$ cat src/rtl/tpu_matmul_engine.sv
// Tiled matrix-multiply engine: P = A x B from row-major packed word buffers.
// Each tile produces LANES output columns of one P row by streaming k A/B word
// pairs through a one-deep MAC pipeline, then writes the packed result word.
//
// state | meaning
// ------+-------------------------------------------------------------
// IDLE  | after reset, waiting for start
// RUN   | issuing A/B reads, one reduction step per cycle
// DRAIN | last MAC on the final read data, no new reads
// WRITE | one-cycle P word write of the finished tile
// DONE  | job complete, valid_o held, waiting for start
module tpu_matmul_engine #(
    parameter int ADDR_WIDTH = 12,
    parameter int DATA_WIDTH = 16,
    parameter int LANES      = 10,
    parameter int WORD_WIDTH = LANES * DATA_WIDTH
) (
    input  logic                  clk_i,
    input  logic                  rst_ni,
    input  logic                  start_i,
    output logic                  valid_o,
    input  logic [ADDR_WIDTH-1:0] m_i,
    input  logic [ADDR_WIDTH-1:0] k_i,
    input  logic [ADDR_WIDTH-1:0] n_i,
    input  logic [ADDR_WIDTH-1:0] base_addra_i,
    input  logic [ADDR_WIDTH-1:0] base_addrb_i,
    input  logic [ADDR_WIDTH-1:0] base_addrp_i,
    output logic                  ena_o,
    output logic                  wea_o,
    output logic [ADDR_WIDTH-1:0] addra_o,
    input  logic [WORD_WIDTH-1:0] worda_i,
    output logic                  enb_o,
    output logic                  web_o,
    output logic [ADDR_WIDTH-1:0] addrb_o,
    input  logic [WORD_WIDTH-1:0] wordb_i,
    output logic                  enp_o,
    output logic                  wep_o,
    output logic [ADDR_WIDTH-1:0] addrp_o,
    output logic [WORD_WIDTH-1:0] wordp_o
);

    typedef enum logic [2:0] {S_IDLE, S_RUN, S_DRAIN, S_WRITE, S_DONE} state_t;

    // column index t*LANES needs headroom beyond ADDR_WIDTH for the lane mask compare
    localparam int CW = ADDR_WIDTH + 4;
    localparam int LW = $clog2(LANES);
    typedef logic [ADDR_WIDTH:0] ext_t;

    state_t state, state_nxt;

    logic [ADDR_WIDTH-1:0] m_r, k_r, n_r, wa_r, wn_r, base_b_r;
    logic [ADDR_WIDTH-1:0] a_row_r, b_tile_r, p_addr_r;
    logic [ADDR_WIDTH-1:0] s_cnt, t_cnt, i_cnt;
    logic [CW-1:0]         col_r;
    logic [LW-1:0]         lane_a, mac_lane;
    logic                  mac_vld, mac_first;
    logic [DATA_WIDTH-1:0] acc     [LANES];
    logic [DATA_WIDTH-1:0] acc_nxt [LANES];
    logic [DATA_WIDTH-1:0] a_elem;
    logic [WORD_WIDTH-1:0] wordp_nxt;
    logic [ADDR_WIDTH-1:0] wa_nxt, wn_nxt;
    logic                  zero_job, s_last, t_last, tile_last;

    assign wea_o = 1'b0;
    assign web_o = 1'b0;

    assign zero_job  = (m_i == '0) || (k_i == '0) || (n_i == '0);
    assign wa_nxt    = ADDR_WIDTH'((ext_t'(k_i) + ext_t'(LANES - 1)) / ext_t'(LANES));
    assign wn_nxt    = ADDR_WIDTH'((ext_t'(n_i) + ext_t'(LANES - 1)) / ext_t'(LANES));
    assign s_last    = (s_cnt == k_r - 1'b1);
    assign t_last    = (t_cnt == wn_r - 1'b1);
    assign tile_last = t_last && (i_cnt == m_r - 1'b1);

    // state register
    always_ff @(posedge clk_i or negedge rst_ni) begin
        if (!rst_ni) state <= S_IDLE;
        else         state <= state_nxt;
    end

    // next-state decode
    always_comb begin
        state_nxt = state;
        case (state)
            S_IDLE, S_DONE: if (start_i) state_nxt = zero_job ? S_DONE : S_RUN;
            S_RUN:          if (s_last) state_nxt = S_DRAIN;
            S_DRAIN:        state_nxt = S_WRITE;
            S_WRITE:        state_nxt = tile_last ? S_DONE : S_RUN;
            default:        state_nxt = S_IDLE;
        endcase
    end

    // MAC on the read data returned this cycle, plus the masked write word
    always_comb begin
        a_elem    = worda_i[DATA_WIDTH*mac_lane +: DATA_WIDTH];
        wordp_nxt = '0;
        for (int j = 0; j < LANES; j++) begin
            acc_nxt[j] = acc[j];
            if (mac_vld)
                acc_nxt[j] = (mac_first ? '0 : acc[j]) + a_elem * wordb_i[j*DATA_WIDTH +: DATA_WIDTH];
            if ((col_r + CW'(j)) < CW'(n_r))
                wordp_nxt[j*DATA_WIDTH +: DATA_WIDTH] = acc_nxt[j];
        end
    end

    // datapath, address generation and registered port outputs
    always_ff @(posedge clk_i or negedge rst_ni) begin
        if (!rst_ni) begin
            valid_o   <= 1'b0;
            ena_o     <= 1'b0;
            enb_o     <= 1'b0;
            enp_o     <= 1'b0;
            wep_o     <= 1'b0;
            addra_o   <= '0;
            addrb_o   <= '0;
            addrp_o   <= '0;
            wordp_o   <= '0;
            m_r       <= '0;
            k_r       <= '0;
            n_r       <= '0;
            wa_r      <= '0;
            wn_r      <= '0;
            base_b_r  <= '0;
            a_row_r   <= '0;
            b_tile_r  <= '0;
            p_addr_r  <= '0;
            s_cnt     <= '0;
            t_cnt     <= '0;
            i_cnt     <= '0;
            col_r     <= '0;
            lane_a    <= '0;
            mac_lane  <= '0;
            mac_vld   <= 1'b0;
            mac_first <= 1'b0;
            for (int j = 0; j < LANES; j++) acc[j] <= '0;
        end else begin
            mac_vld   <= ena_o;
            mac_first <= (s_cnt == '0);
            mac_lane  <= lane_a;
            for (int j = 0; j < LANES; j++) acc[j] <= acc_nxt[j];
            ena_o   <= 1'b0;
            enb_o   <= 1'b0;
            enp_o   <= 1'b0;
            wep_o   <= 1'b0;
            wordp_o <= '0;
            case (state)
                S_IDLE, S_DONE: begin
                    if (start_i) begin
                        valid_o  <= zero_job;
                        m_r      <= m_i;
                        k_r      <= k_i;
                        n_r      <= n_i;
                        wa_r     <= wa_nxt;
                        wn_r     <= wn_nxt;
                        base_b_r <= base_addrb_i;
                        a_row_r  <= base_addra_i;
                        b_tile_r <= base_addrb_i;
                        p_addr_r <= base_addrp_i;
                        s_cnt    <= '0;
                        t_cnt    <= '0;
                        i_cnt    <= '0;
                        col_r    <= '0;
                        lane_a   <= '0;
                        if (!zero_job) begin
                            ena_o   <= 1'b1;
                            enb_o   <= 1'b1;
                            addra_o <= base_addra_i;
                            addrb_o <= base_addrb_i;
                        end
                    end
                end
                S_RUN: begin
                    if (!s_last) begin
                        ena_o   <= 1'b1;
                        enb_o   <= 1'b1;
                        s_cnt   <= s_cnt + 1'b1;
                        addrb_o <= addrb_o + wn_r;
                        if (lane_a == LW'(LANES - 1)) begin
                            lane_a  <= '0;
                            addra_o <= addra_o + 1'b1;
                        end else begin
                            lane_a <= lane_a + 1'b1;
                        end
                    end
                end
                S_DRAIN: begin
                    enp_o   <= 1'b1;
                    wep_o   <= 1'b1;
                    addrp_o <= p_addr_r;
                    wordp_o <= wordp_nxt;
                end
                S_WRITE: begin
                    if (tile_last) begin
                        valid_o <= 1'b1;
                    end else begin
                        ena_o    <= 1'b1;
                        enb_o    <= 1'b1;
                        s_cnt    <= '0;
                        lane_a   <= '0;
                        p_addr_r <= p_addr_r + 1'b1;
                        if (t_last) begin
                            t_cnt    <= '0;
                            col_r    <= '0;
                            i_cnt    <= i_cnt + 1'b1;
                            a_row_r  <= a_row_r + wa_r;
                            addra_o  <= a_row_r + wa_r;
                            b_tile_r <= base_b_r;
                            addrb_o  <= base_b_r;
                        end else begin
                            t_cnt    <= t_cnt + 1'b1;
                            col_r    <= col_r + CW'(LANES);
                            addra_o  <= a_row_r;
                            b_tile_r <= b_tile_r + 1'b1;
                            addrb_o  <= b_tile_r + 1'b1;
                        end
                    end
                end
                default: ;
            endcase
        end
    end

endmodule

$ cat config.mk
export PLATFORM = sky130hd
export DESIGN_NAME = tpu_matmul_engine
export DESIGN_NICKNAME = d
export VERILOG_FILES = /design/src/rtl/tpu_matmul_engine.sv
export SDC_FILE = /design/constraint.sdc
export NUM_CORES = 2
export LEC_CHECK = 0
export BUFFER_PORTS_ARGS = -buffer_cell sky130_fd_sc_hd__buf_2
export CAP_MARGIN = 25
export CORE_ASPECT_RATIO = 1.75
export CORE_MARGIN = 8
export CORE_UTILIZATION = 50
export CTS_CLUSTER_DIAMETER = 80
export DETAILED_ROUTE_END_ITERATION = 6
export GPL_TIMING_DRIVEN = 0
export PLACE_DENSITY = 0.71
export SLEW_MARGIN = 40
export SYNTH_ARGS = -nofsm -noshare
export SYNTH_HDL_FRONTEND = slang
export SYNTH_SLANG_ARGS = --single-unit
$ cat constraint.sdc
create_clock -name clk_i -period 23.2 [get_ports clk_i]
set_input_delay 1.16 -clock clk_i [delete_from_list [all_inputs] [get_ports clk_i]]
set_output_delay 1.16 -clock clk_i [all_outputs]
set_load 0.05 [all_outputs]
==> summary.md <==
| Metric | Value |
|---|---|
| Worst EP arrival | 11.17 ns |
| Post-route ant nets | 0 |
| Pre-CTS setup slack | 12.98 ns |
| Post-synth top cells | inv_1, nand2_1, fa_1 |
| Most frequent CP cell | xnor2_1 |
| Drt first pass iters | 6 |
| Minimum clock period | 10.54 ns |
| Multiplexer share of the synthesized area | 0.0367 |
| Post-CTS sizing | 0 |
| Root buffer cell | clkbuf_16 |
| Post-synthesis async set-or-reset flop share | 1.00 |
| Pin count of the biggest net entering global routing | 71 |
| Crit end category | register |
| Fraction of layout cells with a size suffix above 1 | 0.121 |
| Final Skew | 0.0974 ns |
| YS warnings | 0 |
| Status | complete, no violations |
| Largest family of logic cells by synthesized area | adder cells |
| Endpoints failing hold | 0 |
| Crit path to | wordp_o[95] |
| FF-to-FF Start | mac_lane[1] |
| Row Count | 186 |
| Yosys top cell area share | 0.258 |
| Setup_tns | 0 ns |
| Worst-Skew Late Latency | 0.76 ns |
| Final setup margin | 12.66 ns |
| CTS buffer count | 61 |
| Adder-Cell Fraction of Synth Area | 0.372 |
| Nets | 10.9k |
| Post-CTS setup buffer count | 0 |
| Starting Density | 0.501 |
| Relative slew slack | 0.355 |
| Synth Area in Compound Gates | 0.0719 |
| Worst hold path class | in2async |
| Sequential area share after synthesis | 0.180 |
| Grt ovf | 0 |
| Clk sink count | 527 |
| Crit-path slowest cell | a21oi_1 |
| Vias in the first global route | 66.3k |
| Clock Tree Buf Depth | 3 |
| Wire length per cell | 25.9 µm |
| Drt initial violations | 4122 |
| Total track usage | 0.349 |
| Crit path max fanout | 10 |
| Worst setup path start | mac_lane[1] |
| Antenna violations before repair | 71 |
| Routed vias | 61.8k |
| Die width | 305 µm |
| Mapped Avg Cell Area | 8.91 µm² |
| PortBufs | 554 |
| Core Area | 146000 µm² |
| FMAX | 0.0949 GHz |
| Placer Congestion | 1.04 |
| Worst Setup Path Type | reg2reg |
| Critical Path Start Type | register |
| First-pass GRT wire length | 414000 µm |
| Synth area leaders | fa_1, dfrtp_1, ha_1 |
| H-tree levels | 2 |
| RR Endpoint | wordp_o[95] |
| Post-synthesis simple-gate area fraction | 0.169 |
| Final Slew Violations | 0 |
| TritonCTS clock tree | yes |
| RSZ-0062 raised after global routing | false |
| Mapped Area | 73200 µm² |
| EDFF count, synth | 0 |
| Worst Reg-to-Reg Cells | 31 |
| Number of synthesized register bits | 527 |
| Die height | 522 µm |
| MaxCap Viol Count | 0 |
| Via density | 5.70 |
| Post-Synth XOR/XNOR Area | 0.0741 |
| Count leader, synth | inv_1 |
| Period utilization | 0.454 |
| Slew @ Worst Pin | 0.958 ns |
| R2R Setup Slk | 12.66 ns |
| Die area | 159000 µm² |
| Library cells used by synthesis | 94 |
| CP required | 23.83 ns |
| Cell count after synthesis | 8216 |
| Routed Wire Length | 281000 µm |
| Area leader, netlist | fa_1 |
| Post-DP HPWL | 232000 µm |
| Synth-to-Final Area Change | 11.1% |
| I/O pin cnt | 598 |
| Clk slew on worst S/H paths | 0.07 ns |
| Cts hold-fix bufs | 0 |
| Main synth FF type | dfrtp_1 |
| # setup viols final | 0 |
| CP max stage delay | 0.74 ns |
| DR DRC count | 0 |
## through the flow
| stage | utilization | std cells | instance area, µm² | hold WS, ns |
|---|---|---|---|---|
| final | 0.557 | 10833 | 81300 | 0.341 |
| after global placement | 0.536 | 10651 | 78300 | 0.434 |
| after CTS | 0.556 | 10786 | 81200 | 0.305 |
| after global routing | 0.556 | 10796 | 81200 | 0.347 |
| after detailed placement | 0.541 | 10674 | 79100 | 0.440 |
| after floorplan | - | 8217 | 73200 | 0.404 |
## area by class of cell
cell class / instances / area (µm²)
Fill cell: 13448 / 64800
Multi-Input combinational cell: 5852 / 53200
Sequential cell: 527 / 13200
Inverter: 1411 / 5300
Timing Repair Buffer: 577 / 3230
Tap cell: 1880 / 2350
Buffer: 427 / 1800
Clock buffer: 74 / 1620
Clock inverter: 38 / 508
Antenna cell: 47 / 118
## placed cells by master (no fill, tap or decap), types with 20 or more instances in the layout
cell type / instances
nand4_1: 29
xor2_1: 138
or3_1: 26
a21oi_1: 281
inv_1: 1410
clkbuf_2: 75
fa_1: 942
mux2_2: 164
a221oi_1: 34
buf_2: 607
a21o_1: 64
o21ai_0: 157
nand2_1: 1261
nor3_1: 85
o31ai_1: 20
xnor2_1: 454
a31oi_1: 30
diode_2: 47
and2_1: 418
ha_1: 670
nand2b_1: 144
nand3_1: 54
buf_1: 43
nor2b_1: 238
clkbuf_16: 61
mux4_2: 32
clkbuf_1: 254
o21bai_1: 54
dfrtp_1: 527
nor2_1: 242
o21a_1: 38
## worst min-delay path by stage
| stage | slack, ns | from | to | cells after the start |
|---|---|---|---|---|
| finish | 0.34 | rst_ni | acc[82] | 1 |
| global placement | 0.43 | lane_a[3] | mac_lane[3] | 0 |
| floorplan | 0.40 | lane_a[2] | mac_lane[2] | 0 |
| CTS | 0.31 | rst_ni | acc[82] | 1 |
| detailed placement | 0.44 | lane_a[3] | mac_lane[3] | 0 |
| global route | 0.35 | rst_ni | acc[82] | 1 |
## registers in the layout, summed over array words and instances (netlist names), 10 cells and up
register,flops
a_row_r,12
acc,160
addra_o,12
addrb_o,12
addrp_o,12
b_tile_r,12
base_b_r,12
col_r,15
i_cnt,12
k_r,12
m_r,12
n_r,12
p_addr_r,12
s_cnt,12
t_cnt,12
wa_r,10
wn_r,10
wordp_o,160
## routing by layer
metal	vias to the layer above	share of wire	track usage
li1	26794	-	-
met2	3198	0.49	0.615
met4	36	0.11	0.315
met3	1292	0.086	0.0824
met1	30436	0.31	0.338
met5	-	0.00088	0
## kinds of logic (layout without fill, tap and decap cells)
logic type / count (synthesis) / in the layout
simple gates: 2592 / 2592
buf+inv: 1838 / 2527
fa+ha+maj: 1614 / 1614
compound gates: 833 / 833
xor+xnor: 603 / 603
flops: 527 / 527
mux: 208 / 208
other cells: 1 / 49
## worst max-delay path, delay by kind of cell (launching register included)
family	cells	cell delay [ns]
buf+inv	10	2.95
mux	2	0.72
fa+ha+maj	6	3.11
simple gates	2	0.34
flops	1	0.47
compound gates	2	0.90
xor+xnor	9	1.92
Power is not shown: default switching activity piles up to over one toggle a cycle in this logic, so the estimate is an artifact.
